### src/rtl/spi_regfile_ctrl.sv
// SPI mode-0 slave register file, oversampled in the clk domain: NUM_REGS r/w config words plus NUM_STATUS read-only status words.
// Latency: SYNC_STAGES clks to detect an SCLK edge; a write commits the clk after the final bit's rising edge; a read word loads one clk after the command/word boundary.
// Backpressure: none; the SPI master owns the bus timing, and clk must run at least 4x SCLK.
//
// Ports:
//   clk, rst            system clock, asynchronous active-high reset
//   spi_sclk/mosi/cs_n  raw SPI inputs (synchronised internally)
//   spi_miso/_oe        serial read data and its output enable (tri-state built above)
//   cfg_regs            flat config image, register k at [k*DATA_WIDTH +: DATA_WIDTH]
//   cfg_wr_strobe       one-clk pulse per register when it is written
//   status_in           flat status words, snapshotted when a read word is loaded
//   frame_err           one-clk pulse when CS_n rises part-way through a byte/word
module spi_regfile_ctrl #(
  parameter int DATA_WIDTH  = 32,
  parameter int NUM_REGS    = 16,
  parameter int NUM_STATUS  = 4,
  parameter int ADDR_WIDTH  = 7,
  parameter int SYNC_STAGES = 2,
  parameter logic [NUM_REGS*DATA_WIDTH-1:0] RESET_VALUES = '0
) (
  input  logic                             clk,
  input  logic                             rst,
  input  logic                             spi_sclk,
  input  logic                             spi_mosi,
  input  logic                             spi_cs_n,
  output logic                             spi_miso,
  output logic                             spi_miso_oe,
  output logic [NUM_REGS*DATA_WIDTH-1:0]   cfg_regs,
  output logic [NUM_REGS-1:0]              cfg_wr_strobe,
  input  logic [NUM_STATUS*DATA_WIDTH-1:0] status_in,
  output logic                             frame_err
);

  localparam int BCW = $clog2(DATA_WIDTH);

  typedef enum logic [1:0] {ST_IDLE, ST_CMD, ST_DATA} state_t;

  logic [SYNC_STAGES-1:0] sclk_sync_q, sclk_sync_d;
  logic [SYNC_STAGES-1:0] mosi_sync_q, mosi_sync_d;
  logic [SYNC_STAGES-1:0] cs_sync_q,   cs_sync_d;
  logic                   sclk_prev_q, sclk_prev_d;
  logic                   cs_prev_q,   cs_prev_d;
  state_t                 state_q,     state_d;
  logic [BCW-1:0]         bit_cnt_q,   bit_cnt_d;
  logic [DATA_WIDTH-1:0]  rx_q,        rx_d;
  logic [DATA_WIDTH-1:0]  tx_q,        tx_d;
  logic [ADDR_WIDTH-1:0]  addr_q,      addr_d;
  logic                   rw_q,        rw_d;
  logic                   load_pend_q, load_pend_d;
  logic                   oe_q,        oe_d;
  logic                   frame_err_q, frame_err_d;
  logic [NUM_REGS-1:0]    strobe_q,    strobe_d;
  logic [DATA_WIDTH-1:0]  regs_q [NUM_REGS];
  logic [DATA_WIDTH-1:0]  regs_d [NUM_REGS];

  logic                   sclk_s, mosi_s, cs_s;
  logic                   sclk_rise, sclk_fall, cs_fall, cs_rise;
  logic [DATA_WIDTH-1:0]  rx_next;
  logic [DATA_WIDTH-1:0]  rd_word;

  assign sclk_s    = sclk_sync_q[SYNC_STAGES-1];
  assign mosi_s    = mosi_sync_q[SYNC_STAGES-1];
  assign cs_s      = cs_sync_q[SYNC_STAGES-1];
  assign sclk_rise = sclk_s & ~sclk_prev_q;
  assign sclk_fall = ~sclk_s & sclk_prev_q;
  // CS_n history resets low so a frame that is in flight across reset is
  // ignored until the master releases and re-asserts chip select.
  assign cs_fall   = ~cs_s & cs_prev_q;
  assign cs_rise   = cs_s & ~cs_prev_q;
  assign rx_next   = {rx_q[DATA_WIDTH-2:0], mosi_s};

  // Read mux: config, then status, then zero for anything unmapped.
  always_comb begin
    rd_word = '0;
    for (int k = 0; k < NUM_REGS; k++) begin
      if (addr_q == ADDR_WIDTH'(k)) rd_word = regs_q[k];
    end
    for (int j = 0; j < NUM_STATUS; j++) begin
      if (addr_q == ADDR_WIDTH'(NUM_REGS + j)) rd_word = status_in[j*DATA_WIDTH +: DATA_WIDTH];
    end
  end

  always_comb begin
    sclk_sync_d = {sclk_sync_q[SYNC_STAGES-2:0], spi_sclk};
    mosi_sync_d = {mosi_sync_q[SYNC_STAGES-2:0], spi_mosi};
    cs_sync_d   = {cs_sync_q[SYNC_STAGES-2:0], spi_cs_n};
    sclk_prev_d = sclk_s;
    cs_prev_d   = cs_s;
    state_d     = state_q;
    bit_cnt_d   = bit_cnt_q;
    rx_d        = rx_q;
    tx_d        = tx_q;
    addr_d      = addr_q;
    rw_d        = rw_q;
    load_pend_d = 1'b0;
    oe_d        = oe_q;
    frame_err_d = 1'b0;
    strobe_d    = '0;
    regs_d      = regs_q;

    // Deferred one clk after the boundary so addr_q already holds the new address.
    if (load_pend_q) begin
      tx_d = rd_word;
      oe_d = 1'b1;
    end

    case (state_q)
      ST_IDLE: begin
        if (cs_fall) begin
          state_d   = ST_CMD;
          bit_cnt_d = '0;
          rx_d      = '0;
        end
      end
      ST_CMD: begin
        if (sclk_rise) begin
          rx_d = rx_next;
          if (bit_cnt_q == BCW'(7)) begin
            rw_d        = rx_next[7];
            addr_d      = rx_next[ADDR_WIDTH-1:0];
            load_pend_d = rx_next[7];
            bit_cnt_d   = '0;
            state_d     = ST_DATA;
          end else begin
            bit_cnt_d = bit_cnt_q + BCW'(1);
          end
        end
      end
      ST_DATA: begin
        if (sclk_rise) begin
          rx_d = rx_next;
          if (bit_cnt_q == BCW'(DATA_WIDTH - 1)) begin
            if (!rw_q) begin
              // Status/unmapped addresses match no register: word dropped, no strobe.
              for (int k = 0; k < NUM_REGS; k++) begin
                if (addr_q == ADDR_WIDTH'(k)) begin
                  regs_d[k]   = rx_next;
                  strobe_d[k] = 1'b1;
                end
              end
            end
            load_pend_d = rw_q;
            addr_d      = addr_q + ADDR_WIDTH'(1);
            bit_cnt_d   = '0;
          end else begin
            bit_cnt_d = bit_cnt_q + BCW'(1);
          end
        end
        // The fall that follows a word's last bit must not shift: the freshly
        // loaded MSB has to stay on MISO for the next word's first rising edge.
        if (sclk_fall && rw_q && bit_cnt_q != '0) begin
          tx_d = {tx_q[DATA_WIDTH-2:0], 1'b0};
        end
      end
      default: state_d = ST_IDLE;
    endcase

    // A commit in the same clk as CS_n rising has already completed above and
    // left bit_cnt_d at zero, so it is not reported as an abort.
    if (state_q != ST_IDLE && cs_rise) begin
      frame_err_d = (bit_cnt_d != '0);
      state_d     = ST_IDLE;
      bit_cnt_d   = '0;
      oe_d        = 1'b0;
      load_pend_d = 1'b0;
      tx_d        = '0;
    end
  end

  always_ff @(posedge clk or posedge rst) begin
    if (rst) begin
      sclk_sync_q <= '0;
      mosi_sync_q <= '0;
      cs_sync_q   <= '0;
      sclk_prev_q <= 1'b0;
      cs_prev_q   <= 1'b0;
      state_q     <= ST_IDLE;
      bit_cnt_q   <= '0;
      rx_q        <= '0;
      tx_q        <= '0;
      addr_q      <= '0;
      rw_q        <= 1'b0;
      load_pend_q <= 1'b0;
      oe_q        <= 1'b0;
      frame_err_q <= 1'b0;
      strobe_q    <= '0;
      for (int k = 0; k < NUM_REGS; k++) begin
        regs_q[k] <= RESET_VALUES[k*DATA_WIDTH +: DATA_WIDTH];
      end
    end else begin
      sclk_sync_q <= sclk_sync_d;
      mosi_sync_q <= mosi_sync_d;
      cs_sync_q   <= cs_sync_d;
      sclk_prev_q <= sclk_prev_d;
      cs_prev_q   <= cs_prev_d;
      state_q     <= state_d;
      bit_cnt_q   <= bit_cnt_d;
      rx_q        <= rx_d;
      tx_q        <= tx_d;
      addr_q      <= addr_d;
      rw_q        <= rw_d;
      load_pend_q <= load_pend_d;
      oe_q        <= oe_d;
      frame_err_q <= frame_err_d;
      strobe_q    <= strobe_d;
      regs_q      <= regs_d;
    end
  end

  for (genvar g = 0; g < NUM_REGS; g++) begin : g_flat
    assign cfg_regs[g*DATA_WIDTH +: DATA_WIDTH] = regs_q[g];
  end

  assign spi_miso      = tx_q[DATA_WIDTH-1];
  assign spi_miso_oe   = oe_q;
  assign cfg_wr_strobe = strobe_q;
  assign frame_err     = frame_err_q;

endmodule

### config.mk
export PLATFORM = sky130hd
export DESIGN_NAME = spi_regfile_ctrl
export DESIGN_NICKNAME = d
export VERILOG_FILES = /design/src/rtl/spi_regfile_ctrl.sv
export SDC_FILE = /design/constraint.sdc
export NUM_CORES = 1
export LEC_CHECK = 0
export CELL_PAD_IN_SITES_DETAIL_PLACEMENT = 1
export CELL_PAD_IN_SITES_GLOBAL_PLACEMENT = 1
export CORE_MARGIN = 4
export CORE_UTILIZATION = 43
export DETAILED_ROUTE_END_ITERATION = 10
export GPL_TIMING_DRIVEN = 0
export PLACE_DENSITY = 0.91
export SLEW_MARGIN = 25
export SYNTH_ARGS = -nofsm -noshare
export SYNTH_HDL_FRONTEND = slang
export SYNTH_SLANG_ARGS = --single-unit
### constraint.sdc
create_clock -name clk -period 48.5 [get_ports clk]
set_input_delay 4.85 -clock clk [delete_from_list [all_inputs] [get_ports clk]]
set_output_delay 4.85 -clock clk [all_outputs]
set_load 0.01 [all_outputs]
# Word level (Yosys, flattened, before mapping)

Index checks and enable logic that the tools add are counted.

Register bits: 617
Latch bits: 0
RAM bits: 0
Bits in read-only memories: 0
Input bits: 133
Word-level logic and storage cells: 180
Memories kept: 0

$add $sub $neg: 2
Multiply operators: 0
Div/mod/pow operators: 0
Magnitude comparators: 0
Eq/ne operators: 33
Shifts and indexed selects: 0
Muxes and demuxes: 73
Bitwise logic cells: 9
Reductions and logical operators: 32

Operator list:

| cell                                                             | count |
|---|---|
| 32-bit two-way mux                                               | 24 |
| 5-bit AND reduction                                              | 17 |
| 16-bit two-way mux                                               | 4 |
| 31-bit two-way mux                                               | 2 |
| 31-bit case mux with 2 select lines                              | 1 |
| 7-bit by 4-bit == test with 1-bit output (second input constant) | 8 |
| 5-bit two-way mux                                                | 6 |
| 7-bit by 3-bit == test with 1-bit output (second input constant) | 4 |
| 7-bit by 5-bit == test with 1-bit output (second input constant) | 4 |
| 7-bit two-way mux                                                | 4 |
| 1-bit two-way mux                                                | 24 |
| 5-bit case mux with 3 select lines                               | 1 |
| 7-bit by 2-bit == test with 1-bit output (second input constant) | 2 |
| 7-bit case mux with 2 select lines                               | 1 |
| 2-bit inequality test (second input constant)                    | 6 |
| 5-bit nonzero test                                               | 2 |
| 3-bit inequality test (second input constant)                    | 3 |
| 2-bit two-way mux                                                | 4 |
| 2-bit nonzero test                                               | 4 |
| 7-bit by 1-bit adder with 7-bit output (second input constant)   | 1 |
| 7-bit by 1-bit == test with 1-bit output (second input constant) | 1 |
| 7-bit zero test                                                  | 1 |
| 2-bit case mux with 3 select lines                               | 1 |
| 3-bit AND reduction                                              | 2 |
| 13 further kinds                                                 | 22 |

# Depth between registers and ports, before layout

Depth in word-level cells: 25
Gate-level depth with buffers: 12
Depth with buffers taken out: 10

# Least setup slack after synthesis

Ideal clock, no wire load.

Path kind: input port to flip-flop
From: input status_in[118]
To: register tx_q[22]
Data arrival time: 5,775 ps
Required time: 48,434 ps
Setup slack: 42,659 ps
Cell stages on the path: 7
Path buffers: 0
Cell sequence: nand2_1 -> o32ai_1 -> mux2_2 -> o21ai_0 -> nor4_1 -> o21ai_0 -> nand2_1

Cells in the longest elaborated chain, start to end: 5

Ends and longest elaborated chain:

| item                   | RTL line | text |
|---|---|---|
| from (decl)            | 30       | `input logic [NUM_STATUS*DATA_WIDTH-1:0] status_in,` |
| 32-bit two-way mux (*) | 79       | `if (addr_q == ADDR_WIDTH'(NUM_REGS + j)) rd_word = status_in[j*DATA_WIDTH +: DATA_WIDTH];` |
| 32-bit two-way mux (*) | 102      | `if (load_pend_q) begin` |
| 32-bit two-way mux     | 151      | `if (sclk_fall && rw_q && bit_cnt_q != '0) begin` |
| 32-bit two-way mux (*) | 107      | `case (state_q)` |
| 32-bit two-way mux (*) | 160      | `if (state_q != ST_IDLE && cs_rise) begin` |
| named net tx_d[22]     | 46       | `logic [DATA_WIDTH-1:0] tx_q, tx_d;` |
| to (signal assigned)   | 199      | `tx_q <= tx_d;` |
| to (decl)              | 46       |  |

Mark *: on every way through the listed nets, which the timed path passes. The rest lies on a longest branch.
A chain may end at the register's enable or synchronous reset.

# Worst setup path after layout

From: input status_in[78]
To: register tx_q[14]

Cells in the longest elaborated chain, start to end: 6

Ends and longest elaborated chain:

| item                                | RTL line |
|---|---|
| 32-bit two-way mux (*) (2 in a row) | 79 |
| 32-bit two-way mux (*)              | 102 |
| 32-bit two-way mux                  | 151 |
| 32-bit two-way mux (*)              | 107 |
| 32-bit two-way mux (*)              | 160 |
| named net tx_d[14]                  | 46 |

Marks and branches as above.

==> out/results.txt <==
Die area - 73000 µm²
Cells after synthesis - 2569
PwrDens - 41.1 nW/µm²
Final Max Slew Viols - 0
Resize count post-CTS - 0
First-pass GRT wire length - 244000 µm
Antenna violations before repair - 8
DRC Markers - 0
Final HPWL DP - 133000 µm
Distinct cells, synth - 89
1st-iter DRT viols - 3867
TritonCTS Sinks - 617
CP max stage delay - 0.86 ns
CTS clk-pin slew, worst paths - 0.06 ns
Pint - 0.992 mW
TNS Setup - 0 ns
Register area share after synthesis - 52.2%
Peak supply drop - 0.0000280 V
Syn_nets - 2714
Psw - 0.651 mW
DR vias/cell - 6.93
Crit path cell chain - clkdlybuf4s50_1 > o221ai_1 > nor4_1 > o211ai_1 > a41oi_1 > a211o_1
Clock Power Share - 35.0%
Layout cell share with drive strength beyond 1 - 23.2%
Min cycle time layout - 6.75 ns
Area after DPL - 37600 µm²
Final Instance Area - 40000 µm²
Critical path fanouts, max - 2
Max-Cap Viols - 0
Critical path endpoint category - register
Num rows - 95
Vias in the first global route - 30400
Drt pass-1 iters - 6
Yosys warning count - 0
Min-Delay Path Class - reg -> reg
Largest net degree at the start of global routing - 96
Hold_sp - mosi_sync_q[0]
Root Driver - clkbuf_16
Leak - 18.0 nW
CTS Hold Bufs - 0
Worst skew pair latency - 0.65 ns
Final setup vio count - 0
Comb pwr share - 32.7%
Final hold slack - 0.346 ns
CTS HTree Levels - 3
Slew HR - 21.7%
Sw frac - 39.6%
Synth-to-Final Area Change - 35.3%
Final core occ - 59.2%
Status - complete, no violations
Worst setup SP type - primary input
Period utilization - 13.9%
I/O Buffers - 663
Antenna Violating Nets Remaining - 0
CP startpoint - status_in[78]
WL per Instance - 41.5 µm
Multi-input gate area - 13200 µm²
Cell Area, Synth - 29600 µm²
Top-level I/O count - 664
Fillers - 7006
RR Startpoint - addr_q[1]
R2R setup slack - 43.91 ns
Clock Skews - 0.0361 ns
# nets final - 3457
Primary FF master, synth - dfrtp_1
Vias - 29400
Achievable Freq - 148 MHz
EDFF count, synth - 0
CP arrival - 7.31 ns
Register bit count reported by yosys - 617
Die height - 270 µm
CTS max path bufs - 3
Worst slew pin tran - 1.17 ns
FF+latch area - 15400 µm²
Num CTS Buffers - 69
Remaining Overflow, GRT - 0
Placeable Area - 67600 µm²
Final Hold Fails - 0
WS Path Type - in -> reg
Starting Density - 43.7%
Sequential power share - 32.2%
RSZ-0062 raised after global routing - no
RD Place Congestion - 1.03
Async SR Flop Fraction - 100%
Synth Area per Inst - 11.5 µm²
Drt total wl - 176000 µm
All-Layer GR Usage - 46.7%
CTS tree - done
Setup bufs post-CTS - 0
Req. time, crit path - 49.06 ns
Die Span X - 270 µm
CP max-delay cell - nor4_1
per-stage QoR:
| stage | total power [mW] | worst slack, ns | instances |
|---|---|---|---|
| floorplan | 0.789 | 26.37 | 2569 |
| global placement | 1.02 | 18.72 | 4105 |
| detailed placement | 1.03 | 41.38 | 4114 |
| CTS | 1.60 | 41.82 | 4240 |
| global route | 1.67 | 41.80 | 4241 |
| finish | 1.64 | 41.75 | 4243 |
worst max-delay path, delay by kind of cell:
family                 cells  cell delay, ns
AND/OR/NAND/NOR            1            0.86
buffers and inverters      1            0.50
AO/OA/AOI/OAI              4            1.10
kinds of logic after synthesis:
logic type | Yosys count | share of synthesized area (%)
AND/OR/NAND/NOR | 564 | 9.32
multiplexers | 514 | 19.6
buffers and inverters | 234 | 3.49
AO/OA/AOI/OAI | 628 | 14.9
flip-flops | 617 | 52.2
adder cells (fa/ha/maj) | 12 | 0.508
power by group through the flow:
stage	registers, mW	clock network [mW]	logic (mW)
after CTS	0.529	0.572	0.501
after global routing	0.530	0.596	0.540
final	0.529	0.575	0.538
after global placement	0.539	0	0.476
after detailed placement	0.538	0	0.493
after floorplan	0.536	0	0.253
layout make-up:
class,count,share of cell area [%]
sequential,617,38.6
multi-input combinational,1718,32.9
timing repair buffer,672,17.1
clock buffer,99,5.11
tap,873,2.73
buffer,221,2.46
clock inverter,27,0.941
inverter,13,0.141
antenna,3,0.0188
synth_stat cells (8+ instances only):
cell type / instances / area [µm²]
o2111ai_1: 11 / 96.3
dfrtp_1: 617 / 15400
clkbuf_1: 118 / 443
nor2_1: 146 / 548
o221ai_1: 33 / 289
nand2_1: 182 / 683
o22ai_1: 59 / 369
or3_1: 9 / 56.3
ha_1: 12 / 150
nor3_1: 49 / 245
buf_4: 8 / 60.1
inv_1: 13 / 48.8
a21oi_1: 88 / 440
a211oi_1: 39 / 293
nand3_1: 55 / 275
a22oi_1: 20 / 150
o211ai_1: 29 / 218
a221oi_1: 73 / 639
o21ai_0: 133 / 666
nand2b_1: 12 / 75.1
and3_1: 32 / 200
a221o_1: 25 / 250
nor2_2: 10 / 62.6
mux2_2: 512 / 5770
buf_2: 86 / 430
o21a_1: 8 / 60.1
a31oi_1: 19 / 119
layout by cell type (no fill, tap or decap), types with 8 or more instances in the layout:
master,Yosys,routed
a221o_1,25,25
dfrtp_1,617,617
nand3_1,55,55
bufinv_16,0,8
o221ai_1,33,33
clkdlybuf4s50_1,0,663
buf_2,86,86
nor2_1,146,146
a31oi_1,19,19
mux2_2,512,512
a211oi_1,39,39
nand2b_1,12,12
o22ai_1,59,59
o21ai_0,133,131
o211ai_1,29,29
clkinv_2,0,9
nand2_1,182,182
buf_4,8,9
o21a_1,8,8
clkbuf_16,0,72
nor2_2,10,10
o21ai_1,7,9
clkbuf_1,118,130
o2111ai_1,11,11
ha_1,12,12
clkbuf_8,0,14
or3_1,9,9
a21oi_1,88,88
a22oi_1,20,19
nor3_1,49,45
and3_1,32,32
a221oi_1,73,73
inv_1,13,12
flip-flops by register name, summed over array words and instances (netlist names), 2 cells and up:
| name | count |
|---|---|
| cs_sync_q | 2 |
| bit_cnt_q | 5 |
| addr_q | 7 |
| rx_q | 31 |
| state_q | 2 |
| cfg_regs | 512 |
| sclk_sync_q | 2 |
| cfg_wr_strobe | 16 |
| mosi_sync_q | 2 |
| tx_q | 32 |
routing by layer:
layer / routed length, µm / share of wire, % / up-vias / global-route usage, %
met4: 16200 / 9.2 / 6 / 34.4
li1: - / - / 11100 / -
met3: 22300 / 13 / 790 / 17.8
met5: 226 / 0.13 / - / 1.78
met2: 77700 / 44 / 2499 / 71.9
met1: 59400 / 34 / 15000 / 52.9
final timing paths:
check / end / cells past startpoint
min in group asynchronous: cfg_wr_strobe[2] / 2
max in group asynchronous: cfg_regs[398] / 5
max: tx_q[14] / 6
min: mosi_sync_q[1] / 0
max reg2reg: tx_q[12] / 10
min reg2reg: mosi_sync_q[1] / 0
Note: power is estimated with default switching activity, not from simulation.
